==> config.mk <==
export PLATFORM = sky130hd
export DESIGN_NAME = sigdel_dac_ctrl
export DESIGN_NICKNAME = d
export VERILOG_FILES = /design/src/rtl/sigdel_pkg.sv /design/src/rtl/sigdel_sample_fifo.sv /design/src/rtl/sigdel_dac_ctrl.sv
export SDC_FILE = /design/constraint.sdc
export NUM_CORES = 1
export LEC_CHECK = 0
export BUFFER_PORTS_ARGS = -buffer_cell sky130_fd_sc_hd__clkbuf_2
export CAP_MARGIN = 20
export CORE_MARGIN = 1.5
export CORE_UTILIZATION = 29
export CTS_CLUSTER_DIAMETER = 200
export DETAILED_ROUTE_END_ITERATION = 7
export GPL_ROUTABILITY_DRIVEN = 0
export HOLD_SLACK_MARGIN = 0.03
export PLACE_DENSITY = 0.48
export SLEW_MARGIN = 20
export SYNTH_ARGS = -nofsm -noshare
export SYNTH_HDL_FRONTEND = slang
export SYNTH_SLANG_ARGS = --single-unit
==> constraint.sdc <==
create_clock -name clk -period 10.8 [get_ports clk]
set_input_delay 1.62 -clock clk [delete_from_list [all_inputs] [get_ports clk]]
set_output_delay 1.62 -clock clk [all_outputs]
set_load 0.1 [all_outputs]
==> src/rtl/sigdel_pkg.sv <==
// Shared types and helpers for the sigma-delta DAC sample-rate controller.
package sigdel_pkg;

   typedef enum logic [2:0] {
      IDLE  = 3'd0,
      LOAD0 = 3'd1,
      LOAD1 = 3'd2,
      RUN   = 3'd3,
      HOLD  = 3'd4
   } sdc_state_t;

   // Offset-binary zero for a code of the given width (2**(bitlen-1)).
   function automatic logic [31:0] midscale(input int unsigned bitlen);
      midscale = 32'd1 << (bitlen - 32'd1);
   endfunction

endpackage

==> src/rtl/sigdel_sample_fifo.sv <==
// Synchronous sample FIFO with registered occupancy count and a flush input.
// Read data is show-ahead: dout always presents the oldest entry.
module sigdel_sample_fifo #(
   parameter int WIDTH = 16,
   parameter int DEPTH = 8
) (
   input  logic                     clk,
   input  logic                     rst,
   input  logic                     flush,
   input  logic                     push,
   input  logic [WIDTH-1:0]         din,
   input  logic                     pop,
   output logic [WIDTH-1:0]         dout,
   output logic                     full,
   output logic                     empty,
   output logic [$clog2(DEPTH):0]   count
);

   localparam int AW = $clog2(DEPTH);
   localparam int CW = AW + 1;

   logic [WIDTH-1:0] r_mem [DEPTH];
   logic [AW-1:0]    r_wr_ptr;
   logic [AW-1:0]    r_rd_ptr;
   logic [CW-1:0]    r_count;
   logic             w_push_ok;
   logic             w_pop_ok;

   assign full      = (r_count == CW'(DEPTH));
   assign empty     = (r_count == {CW{1'b0}});
   assign w_push_ok = push && !full;
   assign w_pop_ok  = pop && !empty;
   assign dout      = r_mem[r_rd_ptr];
   assign count     = r_count;

   // Storage write; a flushed or reset cycle stores nothing.
   always_ff @(posedge clk) begin
      if (w_push_ok && !flush && !rst) begin
         r_mem[r_wr_ptr] <= din;
      end
   end

   // Pointer and occupancy tracking; push+pop in one cycle leaves count unchanged.
   always_ff @(posedge clk) begin
      if (rst || flush) begin
         r_wr_ptr <= {AW{1'b0}};
         r_rd_ptr <= {AW{1'b0}};
         r_count  <= {CW{1'b0}};
      end else begin
         if (w_push_ok) begin
            r_wr_ptr <= r_wr_ptr + AW'(1);
         end
         if (w_pop_ok) begin
            r_rd_ptr <= r_rd_ptr + AW'(1);
         end
         case ({w_push_ok, w_pop_ok})
            2'b10:   r_count <= r_count + CW'(1);
            2'b01:   r_count <= r_count - CW'(1);
            default: r_count <= r_count;
         endcase
      end
   end

endmodule

==> src/rtl/sigdel_dac_ctrl.sv <==
// Sample-rate controller in front of sigdel_dac: buffers PCM samples, releases
// one every 2**L clocks and linearly interpolates a per-clock code between them.
module sigdel_dac_ctrl
   import sigdel_pkg::*;
#(
   parameter int BITLEN       = 16,
   parameter int FIFO_DEPTH   = 8,
   parameter int OSR_LOG2_MAX = 8
) (
   input  logic                              clk,
   input  logic                              rst,
   input  logic                              enable,
   input  logic [$clog2(OSR_LOG2_MAX+1)-1:0] osr_log2,
   input  logic [BITLEN-1:0]                 s_data,
   input  logic                              s_valid,
   output logic                              s_ready,
   output logic [BITLEN-1:0]                 dac_code,
   output logic                              dac_rst,
   output logic                              sample_tick,
   output logic                              underrun,
   output logic [15:0]                       underrun_cnt
);

   localparam int LW    = $clog2(OSR_LOG2_MAX + 1);
   localparam int PW    = (OSR_LOG2_MAX > 0) ? OSR_LOG2_MAX : 1;
   localparam int ACC_W = BITLEN + OSR_LOG2_MAX + 1;
   localparam int DW    = BITLEN + 1;
   localparam int CW    = $clog2(FIFO_DEPTH) + 1;
   localparam logic [BITLEN-1:0] MIDSCALE = BITLEN'(midscale(BITLEN));

   sdc_state_t               r_state;
   sdc_state_t               w_state_nxt;

   logic [BITLEN-1:0]        r_cur;
   logic [BITLEN-1:0]        r_nxt;
   logic signed [ACC_W-1:0]  r_acc;
   logic signed [DW-1:0]     r_delta;
   logic [PW-1:0]            r_phase;
   logic [LW-1:0]            r_l;

   logic [BITLEN-1:0]        r_dac_code;
   logic                     r_dac_rst;
   logic                     r_tick;
   logic                     r_underrun;
   logic [15:0]              r_underrun_cnt;

   logic [LW-1:0]            w_l_clamped;
   logic                     w_flush;
   logic                     w_push;
   logic                     w_pop;
   logic                     w_full;
   logic                     w_empty;
   logic [CW-1:0]            w_count;
   logic [BITLEN-1:0]        w_fifo_dout;
   logic [PW:0]              w_span;
   logic                     w_boundary;
   logic [BITLEN-1:0]        w_interp;
   logic signed [ACC_W-1:0]  w_cur_sc;
   logic signed [ACC_W-1:0]  w_nxt_sc;
   logic [BITLEN-1:0]        w_delta_base;
   logic signed [DW-1:0]     w_delta_new;
   logic [BITLEN-1:0]        w_code_d;
   logic                     w_dac_rst_d;
   logic                     w_tick_d;
   logic                     w_underrun_d;

   // Out-of-range ratios saturate at the largest supported one.
   assign w_l_clamped = (osr_log2 > LW'(OSR_LOG2_MAX)) ? LW'(OSR_LOG2_MAX) : osr_log2;

   // Leaving a streaming state flushes the FIFO and discards that cycle's write.
   assign w_flush = !enable && (r_state != IDLE);
   assign s_ready = !rst && !w_full;
   assign w_push  = s_valid && s_ready && !w_flush;

   // Last phase index of a sample period is 2**L - 1.
   assign w_span     = ({{PW{1'b0}}, 1'b1} << r_l) - {{PW{1'b0}}, 1'b1};
   assign w_boundary = ({1'b0, r_phase} == w_span);

   // Floor of acc / 2**L; the accumulator never goes negative.
   assign w_interp = BITLEN'(r_acc >>> r_l);
   assign w_cur_sc = ACC_W'(r_cur) << r_l;
   assign w_nxt_sc = ACC_W'(r_nxt) << r_l;

   // New slope starts from cur when priming, otherwise from the sample being promoted.
   assign w_delta_base = (r_state == LOAD1) ? r_cur : r_nxt;
   assign w_delta_new  = $signed({1'b0, w_fifo_dout}) - $signed({1'b0, w_delta_base});

   sigdel_sample_fifo #(
      .WIDTH (BITLEN),
      .DEPTH (FIFO_DEPTH)
   ) u_fifo (
      .clk   (clk),
      .rst   (rst),
      .flush (w_flush),
      .push  (w_push),
      .din   (s_data),
      .pop   (w_pop),
      .dout  (w_fifo_dout),
      .full  (w_full),
      .empty (w_empty),
      .count (w_count)
   );

   // FSM state register.
   always_ff @(posedge clk) begin
      if (rst) begin
         r_state <= IDLE;
      end else begin
         r_state <= w_state_nxt;
      end
   end

   // FSM next-state decode.
   always_comb begin
      w_state_nxt = r_state;
      if (!enable) begin
         w_state_nxt = IDLE;
      end else begin
         case (r_state)
            IDLE: begin
               if (w_count >= CW'(2)) begin
                  w_state_nxt = LOAD0;
               end else begin
                  w_state_nxt = IDLE;
               end
            end
            LOAD0: w_state_nxt = LOAD1;
            LOAD1: w_state_nxt = RUN;
            RUN: begin
               if (w_boundary && w_empty) begin
                  w_state_nxt = HOLD;
               end else begin
                  w_state_nxt = RUN;
               end
            end
            HOLD: begin
               if (!w_empty) begin
                  w_state_nxt = RUN;
               end else begin
                  w_state_nxt = HOLD;
               end
            end
            default: w_state_nxt = IDLE;
         endcase
      end
   end

   // FSM output decode: FIFO pop and next values of the registered outputs.
   always_comb begin
      w_pop        = 1'b0;
      w_code_d     = MIDSCALE;
      w_dac_rst_d  = 1'b1;
      w_tick_d     = 1'b0;
      w_underrun_d = 1'b0;
      if (!enable) begin
         w_pop = 1'b0;
      end else begin
         case (r_state)
            IDLE:  w_pop = 1'b0;
            LOAD0: w_pop = 1'b1;
            LOAD1: w_pop = 1'b1;
            RUN: begin
               w_dac_rst_d = 1'b0;
               w_code_d    = w_interp;
               if (w_boundary) begin
                  w_tick_d     = 1'b1;
                  w_pop        = !w_empty;
                  w_underrun_d = w_empty;
               end else begin
                  w_tick_d = 1'b0;
               end
            end
            HOLD: begin
               w_dac_rst_d = 1'b0;
               w_code_d    = r_cur;
               w_pop       = !w_empty;
            end
            default: w_pop = 1'b0;
         endcase
      end
   end

   // Interpolator datapath: sample pair, accumulator, slope and phase.
   always_ff @(posedge clk) begin
      if (rst) begin
         r_cur   <= {BITLEN{1'b0}};
         r_nxt   <= {BITLEN{1'b0}};
         r_acc   <= {ACC_W{1'b0}};
         r_delta <= {DW{1'b0}};
         r_phase <= {PW{1'b0}};
         r_l     <= {LW{1'b0}};
      end else if (enable) begin
         case (r_state)
            LOAD0: begin
               r_cur <= w_fifo_dout;
               r_l   <= w_l_clamped;
            end
            LOAD1: begin
               r_nxt   <= w_fifo_dout;
               r_acc   <= w_cur_sc;
               r_delta <= w_delta_new;
               r_phase <= {PW{1'b0}};
            end
            RUN: begin
               if (w_boundary) begin
                  r_cur   <= r_nxt;
                  r_acc   <= w_nxt_sc;
                  r_phase <= {PW{1'b0}};
                  if (!w_empty) begin
                     r_nxt   <= w_fifo_dout;
                     r_delta <= w_delta_new;
                  end
               end else begin
                  r_acc   <= r_acc + {{(ACC_W-DW){r_delta[DW-1]}}, r_delta};
                  r_phase <= r_phase + PW'(1);
               end
            end
            HOLD: begin
               if (!w_empty) begin
                  r_nxt   <= w_fifo_dout;
                  r_delta <= w_delta_new;
                  r_acc   <= w_cur_sc;
                  r_phase <= {PW{1'b0}};
               end
            end
            default: begin
               r_phase <= r_phase;
            end
         endcase
      end
   end

   // Registered outputs and the saturating underrun counter.
   always_ff @(posedge clk) begin
      if (rst) begin
         r_dac_code     <= MIDSCALE;
         r_dac_rst      <= 1'b1;
         r_tick         <= 1'b0;
         r_underrun     <= 1'b0;
         r_underrun_cnt <= 16'd0;
      end else begin
         r_dac_code <= w_code_d;
         r_dac_rst  <= w_dac_rst_d;
         r_tick     <= w_tick_d;
         r_underrun <= w_underrun_d;
         if (w_underrun_d && (r_underrun_cnt != 16'hFFFF)) begin
            r_underrun_cnt <= r_underrun_cnt + 16'd1;
         end
      end
   end

   assign dac_code     = r_dac_code;
   assign dac_rst      = r_dac_rst;
   assign sample_tick  = r_tick;
   assign underrun     = r_underrun;
   assign underrun_cnt = r_underrun_cnt;

endmodule
Word level (Yosys, flattened, before mapping)
Memories as Yosys holds them, arrays and structs flattened. A register that Yosys moved wholly into a read port is not among the register bits.
Cells that the tools add are included.
- reductions and logical operators: 30
- shift operators: 4
- add/subtract/negate cells: 9
- magnitude comparators: 2
- bitwise gates (word level): 2
- muxes and demuxes: 34
- equality and inequality tests: 11
- operators by type and width (operator ; count):
    25-bit one-hot mux with 3 select lines ; 1
    16-bit 2-to-1 mux ; 4
    16-bit one-hot mux with 2 select lines ; 2
    17-bit one-hot mux with 3 select lines ; 1
    25-bit 2-to-1 mux ; 2
    16-bit by 4-bit << shifter with 25-bit output ; 2
    16-bit one-hot mux with 3 select lines ; 1
    17-bit 2-to-1 mux ; 2
    25-bit adder ; 1
    25-bit by 4-bit >>> shifter with 16-bit output ; 1
    8-bit one-hot mux with 3 select lines ; 1
    16-bit by 16-bit subtractor with 17-bit output ; 1
    16-bit by 1-bit adder with 16-bit output (second input constant) ; 1
    8-bit 2-to-1 mux ; 2
    16-bit != test (second input constant) ; 1
    3-bit one-hot mux with 5 select lines ; 1
    3-bit 2-to-1 mux ; 4
    1-bit logical AND ; 10
    1-bit 2-to-1 mux ; 10
    8-bit by 9-bit equality test with 1-bit output ; 1
    3-bit AND reduction ; 3
    1-bit by 4-bit << shifter with 9-bit output (first input constant) ; 1
    9-bit by 1-bit subtractor with 9-bit output (second input constant) ; 1
    8-bit by 1-bit adder with 8-bit output (second input constant) ; 1
    other kinds (25) ; 37
- bits in registers: 134
- memories kept: 1
- bits in writable memories: 128
- output and inout port bits: 36
- logic and storage cells: 108
- memory list (memory ; words ; width ; read ports ; clocked after Yosys merged registers in ; wr ports ; line ; text):
    u_fifo.r_mem ; 8 ; 16 ; 1 ; 1 ; 1 ; sigdel_sample_fifo.sv:22 ; logic [WIDTH-1:0] r_mem [DEPTH];

Longest topological paths before layout
Gate-level depths: netlist of the first run.
- word-level depth: 10
- depth in mapped cells: 20

Hierarchy
Synthesis of the first run repeated with hierarchy kept, for this count alone.
- cell total of the unflattened synthesis: 1570
- area, all modules: 15680.0 um2
- modules (own cells, without submodules) (module ; cells an instance ; times used ; sequential area each (um2) ; area each (um2)):
    sigdel_dac_ctrl ; 1308 ; 1 ; 2482.4 ; 10109.7
    sigdel_sample_fifo ; 262 ; 1 ; 4103.9 ; 5570.3

Least setup slack after synthesis of the first run
OpenSTA, ideal clock, no wires.
- path type: in2reg
- start: input port rst
- end: memory u_fifo.r_mem[0][0], enable pin
- stages: 4
- arrival time: 4918 ps
- setup time: 409 ps
- setup slack: 5473 ps
- data required time: 10391 ps
- cells stage by stage: a21oi_1 > nand2_1 > or3_1 > nor3_1
- word-level cells in the longest chain between the ends: 9
- ends and longest elaborated chain (what ; line ; text):
    start: declaration ; sigdel_dac_ctrl.sv:11 ; input logic rst,
    1-bit logical NOT * ; sigdel_sample_fifo.sv:38, sigdel_dac_ctrl.sv:72 ;
    1-bit logical AND ; sigdel_dac_ctrl.sv:72 ; assign s_ready = !rst && !w_full;
    1-bit logical AND (2 in series) ; sigdel_dac_ctrl.sv:73 ; assign w_push = s_valid && s_ready && !w_flush;
    1-bit logical AND ; sigdel_sample_fifo.sv:31 ; assign w_push_ok = push && !full;
    1-bit logical AND ; sigdel_sample_fifo.sv:38 ; if (w_push_ok && !flush && !rst) begin
    1-bit logical AND * ; sigdel_sample_fifo.sv:38 ;
    1-bit 2-to-1 mux * ; sigdel_sample_fifo.sv:38 ;
    1-bit 2-to-1 mux (not written as such) * ; sigdel_sample_fifo.sv:39 ; r_mem[r_wr_ptr] <= din;
    end: declaration ; sigdel_sample_fifo.sv:22 ;
Every way passes the cells marked *; elsewhere a longest branch is shown, timed or not.

Worst setup path after layout of the first run
- start: register r_l[0]
- end: register u_fifo.r_count[3], in the netlist u_fifo.count[3]
- word-level cells in the longest chain between the ends: 9
- elaborated cells on any way between the ends: 11
- those cells by class: add/sub (1); eq/ne (3); shift (1); mux (4); reduce/logical (2)
- ends and longest elaborated chain (what ; line ; text):
    start: declaration ; sigdel_dac_ctrl.sv:39 ; logic [LW-1:0] r_l;
    start signal: assignment ; sigdel_dac_ctrl.sv:191 ; r_l <= {LW{1'b0}};
    start signal: assignment ; sigdel_dac_ctrl.sv:196 ; r_l <= w_l_clamped;
    1-bit by 4-bit << shifter with 9-bit output * ; sigdel_dac_ctrl.sv:76 ; assign w_span = ({{PW{1'b0}}, 1'b1} << r_l) - {{PW{1'b0}}, 1'b1};
    9-bit by 1-bit subtractor with 9-bit output * ; sigdel_dac_ctrl.sv:76 ;
    8-bit by 9-bit equality test with 1-bit output * ; sigdel_dac_ctrl.sv:77 ; assign w_boundary = ({1'b0, r_phase} == w_span);
    1-bit 2-to-1 mux * ; sigdel_dac_ctrl.sv:165 ; if (w_boundary) begin
    1-bit one-hot mux with 3 select lines * ; sigdel_dac_ctrl.sv:158 ; case (r_state)
    1-bit 2-to-1 mux * ; sigdel_dac_ctrl.sv:155 ; if (!enable) begin
    1-bit logical AND * ; sigdel_sample_fifo.sv:32 ; assign w_pop_ok = pop && !empty;
    named net u_fifo.w_pop_ok ; sigdel_sample_fifo.sv:27 ; logic w_pop_ok;
    2-bit by 1-bit equality test with 1-bit output / 2-bit equality test (equally long branches) ; sigdel_sample_fifo.sv:56 ; case ({w_push_ok, w_pop_ok})
    4-bit one-hot mux with 2 select lines / 2-bit nonzero test (equally long branches) ; - ;
    end signal: assignment ; sigdel_sample_fifo.sv:57 ; 2'b10: r_count <= r_count + CW'(1);
    end signal: assignment ; sigdel_sample_fifo.sv:58 ; 2'b01: r_count <= r_count - CW'(1);
    end signal: assignment ; sigdel_sample_fifo.sv:59 ; default: r_count <= r_count;
    end: declaration ; sigdel_sample_fifo.sv:25 ; logic [CW-1:0] r_count;
Mark *: on every way through the listed nets, which the timed path passes. The rest lies on a longest branch.
A chain may end at the register's enable or synchronous reset.

==> parameters.txt, run 1 <==
Parameter                              Value

Placement
  Instance area at placement    16300 um2
  Placed Instances    2172
  HPWL after DPL    33200 um
  Setup WS pre-CTS    5.42 ns
  Port buffer count    59

Logic synthesis
  Synthesis Warnings    0
  FF+latch count, synth    265
  Count of flip-flops with a built-in enable after synthesis    128
  Count of unique library cells instantiated by Yosys    77
  Share of flip-flops with an asynchronous set or reset    0%
  Seq/Total Area, Yosys    between 40 and 50%
  Cell Area, Synth    15300 um2
  Synthesized net count    1579
  Mapped Avg Cell Area    approximately 10 um2
  Primary FF master, synth    sky130_fd_sc_hd__dfxtp_1
  Cell count after synthesis    1504

STA
  Timing-limited maximum frequency    between 150 and 200 MHz
  Slew at the pin closest to its max-slew limit    1.05 ns
  Final TNS setup    0 ns
  Fin. Hold Viols    0
  Rel. slew slack    28.4%
  Shortest clock period the worst path allows after layout    5.45 ns
  Final count of pins violating max slew    0
  Worst-case setup margin in the final layout    roughly 5.4 ns
  RSZ-0062 raised after global routing    false
  Count of final setup violators    0
  Clock skew after layout    0.0407 ns
  Period Utilization, post-route    50.5%

Final layout
  Leading cell types in the layout, fill and taps excluded    177 x sky130_fd_sc_hd__nor2_1, 133 x sky130_fd_sc_hd__nand2_1, 132 x sky130_fd_sc_hd__dfxtp_1
  Area of all sequential standard cells    6600 um2
  Number of nets in the layout    1603
  # diodes    0
  Post-layout utilization of the core    33.8%
  Final non-filler cell total    2232
  Area grow syn2layout    14.4%
  Filler cells    5303
  Finished layout cell area    17500 um2
  Commonest non-fill, non-tap cell in the layout    sky130_fd_sc_hd__nor2_1
  Fraction of layout instances using a drive strength above 1    16.4%
  Area of the multi-input gates    8270 um2

Floorplanning
  Core outline area    51700 um2
  Cell row count    83
  Count of boundary I/O pins    60
  Die ar.    ~54000 um2
  Initial core utilization    29.6%
  Vert. Die Dim    233 um
  Horizontal die dimension    around 230 um

Min path
  Start point of the worst hold path    r_delta[0]$_SDFFE_PP0P_
  Hold Path Depth    2
  Endpoint, Worst Hold    r_delta[0]$_SDFFE_PP0P_
  Classification of the worst-slack hold path    reg -> reg

Power
  Clock group share of total power    50.7%
  Reported net switching power    0.000536 W
  Sequential power share    45.6%
  Sw Ratio    23.0%
  Peak ir drop on the vdd network    ~0.13 mV
  Fraction of power consumed by combinational cells    3.7%
  Static power due to leakage    between 6 and 7 nW
  Total internal power    0.00180 W
  Power per cell area    between 100 and 150 nW/um2

Setup path
  Endpoint of the most critical register-to-register path    u_fifo.count[3]$_SDFFE_PP0P_
  Slowest stage cell on the critical path    sky130_fd_sc_hd__or4b_1
  Critical path capture point type    register
  Required time at the worst-slack endpoint    11.26 ns
  Crit Path Category    reg -> reg
  Longest individual stage delay on the worst path    0.90 ns
  Worst-path maximum fanout    between 50 and 60
  Data arrival time of the critical path    5.91 ns
  Length in cells of the worst reg-to-reg path    17
  Launch point of the worst reg-to-reg path    r_l[0]$_SDFFE_PP0P_
  Startpoint type of the worst setup path    register
  Crit path cell chain    buf_4 -> nor2_1 -> nand2_1 -> ha_1 -> or3_1 -> a21oi_1 -> a211oi_1 -> or4b_1 -> a21o_1 -> a2111oi_4 -> ha_1 -> ha_1 -> a21o_1 -> a21oi_1 -> xnor2_1 -> or3_1 -> a21oi_1
  R2R Setup Slk    5.35 ns

Clock tree
  Hold-fix buffers, CTS    0
  CTS tree    done
  # clock sinks    265
  Number of setup buffers added after CTS    0
  Post_cts resized    0
  Register clock-pin slew on the reported worst setup and hold paths    0.06 ns
  Level count of the clock H-tree    2
  Clock buffer depth    3
  TritonCTS Buffers    34
  Root buffer cell    sky130_fd_sc_hd__clkbuf_16
  Clock latency of the later-clocked register in the worst-skew pair    0.56 ns

Routing
  Wirelength, routed    ~47000 um
  Per-cell via count in the routed design    5.37
  Via count    12000
  Post-detailed-route wirelength per cell    roughly 21 um
  DRC Markers    0
  DRT Pass-1 Iters    5
  Starting DRT DRC Count    989
  Antenna Violating Nets Remaining    0

Global routing
  Maximum number of pins on one net before global-route repair    80
  First-pass GRT wire length    72200 um
  Gr usage total    17.5%
  Number of antenna violations at the first check in global routing    0
  Total congestion overflow after global routing    0
  Vias in the first global route    roughly 12000

Flow run
  Number of violations of the max-capacitance limit    0

Run status
  Run status    finished clean
## power by group through the flow
stage | registers (W) | clock network, W | logic (W)
after floorplan | 0.00108 | 0 | 0.0000538
after global placement | 0.00108 | 0 | 0.0000863
after detailed placement | 0.00109 | 0 | 0.0000875
after CTS | 0.00106 | 0.00122 | 0.0000880
after global routing | 0.00106 | 0.00126 | 0.0000956
final | 0.00106 | 0.00118 | 0.0000865
## routing by layer
metal	share of wire, %	track usage [%]	vias to the layer above
li1	-	-	5660
met1	45	23.5	5943
met2	47	28.6	296
met3	4.9	3.24	78
met4	2.8	5.24	0
met5	0	0	-
## synthesized netlist by cell type, types with 8 or more instances
cell / instances / area (um2)
sky130_fd_sc_hd__dfxtp_1: 137 / 2740
sky130_fd_sc_hd__nand2_1: 133 / 499
sky130_fd_sc_hd__o211ai_1: 13 / 97.6
sky130_fd_sc_hd__xor2_1: 28 / 245
sky130_fd_sc_hd__inv_1: 24 / 90.1
sky130_fd_sc_hd__buf_1: 16 / 60.1
sky130_fd_sc_hd__a31oi_1: 11 / 68.8
sky130_fd_sc_hd__nor2_1: 177 / 664
sky130_fd_sc_hd__ha_1: 48 / 601
sky130_fd_sc_hd__nor3_1: 33 / 165
sky130_fd_sc_hd__or3_1: 23 / 144
sky130_fd_sc_hd__o221ai_1: 10 / 87.6
sky130_fd_sc_hd__mux2_2: 32 / 360
sky130_fd_sc_hd__mux2i_1: 114 / 1140
sky130_fd_sc_hd__a211oi_1: 23 / 173
sky130_fd_sc_hd__nand3b_1: 8 / 60.1
sky130_fd_sc_hd__o21bai_1: 8 / 60.1
sky130_fd_sc_hd__edfxtp_1: 128 / 3840
sky130_fd_sc_hd__a21oi_1: 98 / 490
sky130_fd_sc_hd__o21a_1: 9 / 67.6
sky130_fd_sc_hd__nor4_1: 9 / 56.3
sky130_fd_sc_hd__xnor2_1: 31 / 272
sky130_fd_sc_hd__nor2b_1: 13 / 81.3
sky130_fd_sc_hd__nand4_1: 10 / 62.6
sky130_fd_sc_hd__o21ai_0: 66 / 330
sky130_fd_sc_hd__a21o_1: 15 / 113
sky130_fd_sc_hd__a22oi_1: 11 / 82.6
sky130_fd_sc_hd__mux4_2: 55 / 1240
sky130_fd_sc_hd__and3_1: 10 / 62.6
sky130_fd_sc_hd__nand3_1: 26 / 130
sky130_fd_sc_hd__nand2b_1: 15 / 93.8
sky130_fd_sc_hd__clkbuf_1: 75 / 282
## per-stage QoR
stage | hold WS, ns | power (W)
6_report | 0.468 | 0.00233
2_1_floorplan | 0.440 | 0.00114
3_5_place_dp | 0.466 | 0.00117
5_1_grt | 0.496 | 0.00242
3_3_place_gp | 0.460 | 0.00117
4_1_cts | 0.475 | 0.00237
## worst max path at each step
stage                              from                           end  slack [ns]  cells past startpoint
floorplan                           rst  u_fifo.r_mem[0][0]$_DFFE_PP_        5.47                      4
global placement    r_l[0]$_SDFFE_PP0P_  u_fifo.count[3]$_SDFFE_PP0P_        5.53                     17
detailed placement  r_l[0]$_SDFFE_PP0P_  u_fifo.count[3]$_SDFFE_PP0P_        5.42                     17
CTS                 r_l[0]$_SDFFE_PP0P_  u_fifo.count[3]$_SDFFE_PP0P_        5.38                     17
global route        r_l[0]$_SDFFE_PP0P_  u_fifo.count[3]$_SDFFE_PP0P_        5.03                     17
finish              r_l[0]$_SDFFE_PP0P_  u_fifo.count[3]$_SDFFE_PP0P_        5.35                     17
## state kept, by name, summed over array words and instances (netlist names), 8 cells and up, named ones only
register,cells
dac_code,16
r_nxt,16
u_fifo.r_mem,128
underrun_cnt,16
r_phase,8
r_cur,16
r_acc,25
r_delta,17
## worst max-delay path: cells and delay by family, from the launching register on
kind | cells | cell delay, ns
flops | 1 | 0.31
buf+inv | 1 | 0.35
simple gates | 5 | 2.17
compound gates | 7 | 1.59
xor+xnor | 1 | 0.09
fa+ha+maj | 3 | 0.82
## cells by family (layout without fill, tap and decap cells)
family | after synthesis | after routing | synth area share (%)
adders and majority gates | 51 | 51 | 4.32
buffers and inverters | 125 | 173 | 3.17
AOI/OAI and AO/OA | 320 | 320 | 13.6
and+or+nand+nor | 483 | 483 | 14.6
xor gates and xnor gates | 59 | 59 | 3.38
muxes | 201 | 201 | 17.9
DFF | 265 | 265 | 43.0
## cell type report
class                           count  share of cell area, %
Timing Repair Buffer               87                   2.90
Sequential cell                   265                   37.7
Tap cell                          680                   4.86
Inverter                           26                  0.558
Clock inverter                     18                   1.54
Multi-Input combinational cell   1114                   47.2
Clock buffer                       42                   5.21
Power figures use the tool's default switching activity.
==> run 2: changes to the inputs <==
- clock period: 10.8 -> 5.3 ns (I/O delays scaled with it)
==> run 2 against run 1 <==
Net effect:
- worst setup slack got worse by 4.5 ns
- non-clock buffer count rose by 11
- power rose by 91%
- wire length barely moved
- cell count rose by 0.40%
- sequential power rose by 100%
- die area did not move
- design area fell by 0.51%
- clock power rose by 79%
- first-iteration DRC count fell by 12%
- critical path type unchanged
- highest routed layer unchanged
==> parameters.txt, run 2 (synthesized netlist as in run 1, its figures left out) <==
Parameter                              Value

Run status
  Run status    finished clean

Clock tree
  Level count of the clock H-tree    1
  # clock sinks    265
  Clock latency of the later-clocked register in the worst-skew pair    approximately 0.60 ns
  Clock buffer depth    3
  TritonCTS Buffers    31
  Post_cts resized    0
  CTS tree    done
  Number of setup buffers added after CTS    0
  Register clock-pin slew on the reported worst setup and hold paths    about 0.070 ns
  Hold-fix buffers, CTS    0
  Root buffer cell    sky130_fd_sc_hd__clkbuf_16

Flow run
  Number of violations of the max-capacitance limit    0

Power
  Tot Pwr    0.00445 W
  Static power due to leakage    6.43 nW
  Peak ir drop on the vdd network    about 0.24 mV
  Power per cell area    between 200 and 300 nW/um2

STA
  Slew at the pin closest to its max-slew limit    1.09 ns
  RSZ-0062 raised after global routing    false
  Rel. slew slack    25.6%
  Timing-limited maximum frequency    223 MHz
  Period Utilization, post-route    84.5%
  Count of final setup violators    0
  Clock skew after layout    0.0129 ns
  Final TNS setup    0 ns
  Fin. Hold Viols    0
  Final count of pins violating max slew    0
  Worst slack on hold paths    0.471 ns
  Shortest clock period the worst path allows after layout    4.48 ns

Final layout
  Largest register by flop count    u_fifo.r_mem
  Number of nets in the layout    1611
  Area grow syn2layout    13.8%
  Area of all sequential standard cells    roughly 6600 um2
  Finished layout cell area    between 15000 and 20000 um2
  Leading cell types in the layout, fill and taps excluded    177 x sky130_fd_sc_hd__nor2_1, 133 x sky130_fd_sc_hd__nand2_1, 132 x sky130_fd_sc_hd__dfxtp_1
  # diodes    0
  Fraction of layout instances using a drive strength above 1    around 17%
  Number of flip-flops under the largest register name    128
  Area of the multi-input gates    8270 um2
  Filler cells    approximately 5300
  Largest registers ranked by flip-flop count    u_fifo.r_mem: 128 flops, r_acc: 25 flops, r_delta: 17 flops
  Commonest non-fill, non-tap cell in the layout    sky130_fd_sc_hd__nor2_1

Placement
  Instance area at placement    16400 um2
  Port buffer count    59
  HPWL after DPL    between 30000 and 40000 um

Floorplanning
  Count of boundary I/O pins    60
  Core outline area    51700 um2
  Initial core utilization    29.6%
  Cell row count    83
  Horizontal die dimension    233 um
  Die ar.    about 54000 um2
  Vert. Die Dim    roughly 230 um

Routing
  Antenna Violating Nets Remaining    0
  Post-detailed-route wirelength per cell    21.2 um
  Per-cell via count in the routed design    5.40
  Via count    12100
  DRT Pass-1 Iters    5
  Wirelength, routed    47500 um
  Starting DRT DRC Count    867
  DRC Markers    0

Setup path
  Startpoint type of the worst setup path    register
  Data arrival time of the critical path    5.01 ns
  Crit Path Category    reg -> reg
  Worst-path maximum fanout    6
  Critical path capture point type    register
  Required time at the worst-slack endpoint    5.83 ns

Global routing
  Layer carrying the most global-route usage    met2
  Vias in the first global route    11800
  Total congestion overflow after global routing    0
  Gr usage total    17.4%
  Maximum number of pins on one net before global-route repair    just under 80
  Met2 track demand over resource in global routing    28.2%
  First-pass GRT wire length    roughly 72000 um
  Met1 routing resource usage after global routing    a little under a quarter
  Number of antenna violations at the first check in global routing    0
  GRT met3 Usage    ~2.7%

Min path
  Classification of the worst-slack hold path    in -> reg
## run 2: cell type report
cell class                 count  area share (%)
clock buffer                  35            4.54
clock inverter                23            1.14
inverter                      26           0.561
multi-input combinational   1114            47.5
sequential                   265            37.9
tap                          680            4.89
timing repair buffer          98            3.51
## run 2: worst max-delay path, cell delays in order, from the launching register on
cell and delay, ns:
sky130_fd_sc_hd__dfxtp_2 0.32, sky130_fd_sc_hd__nor2_1 0.33, sky130_fd_sc_hd__nand2_1 0.14, sky130_fd_sc_hd__ha_1 0.28, sky130_fd_sc_hd__or3_1 0.35, sky130_fd_sc_hd__a21oi_1 0.17, sky130_fd_sc_hd__a211oi_1 0.10, sky130_fd_sc_hd__or4b_1 0.59
sky130_fd_sc_hd__a21o_1 0.23, sky130_fd_sc_hd__a2111oi_4 0.52, sky130_fd_sc_hd__ha_1 0.28, sky130_fd_sc_hd__ha_1 0.24, sky130_fd_sc_hd__a21o_1 0.18, sky130_fd_sc_hd__a21oi_1 0.17, sky130_fd_sc_hd__xnor2_1 0.09, sky130_fd_sc_hd__or3_1 0.30
sky130_fd_sc_hd__a21oi_1 0.14
## run 2: worst paths after layout
check	slack, ns	endpoint	from	depth (start not counted)
worst max-delay path	0.82	u_fifo.count[3]$_SDFFE_PP0P_	r_l[3]$_SDFFE_PP0P_	16
worst min-delay path	0.47	u_fifo.r_mem[1][5]$_DFFE_PP_	s_data[5]	1
worst max register to register	0.82	u_fifo.count[3]$_SDFFE_PP0P_	r_l[3]$_SDFFE_PP0P_	16
worst min register to register	0.48	r_delta[0]$_SDFFE_PP0P_	r_delta[0]$_SDFFE_PP0P_	2
## run 2: metrics by stage
stage	std cells	util [%]	setup slack, ns
2_1_floorplan	1504	-	0.592
3_3_place_gp	2182	31.7	0.898
3_5_place_dp	2183	31.8	0.858
4_1_cts	2241	33.7	0.818
5_1_grt	2241	33.7	0.516
6_report	2241	33.7	0.820
## run 2: power breakdown
part | leakage, nW | internal [W] | switching [W]
Sequential | 2.26 | 0.00216 | 0.00000909
Combinational | 3.68 | 0.0000600 | 0.000115
Clock | 0.480 | 0.00118 | 0.000930
Total | 6.43 | 0.00339 | 0.00105
## run 2: layer usage
metal	part of all wire (%)	routed length, um
met1	45	21500
met2	46	21900
met3	5.3	2540
met4	3.2	1510
met5	0	0
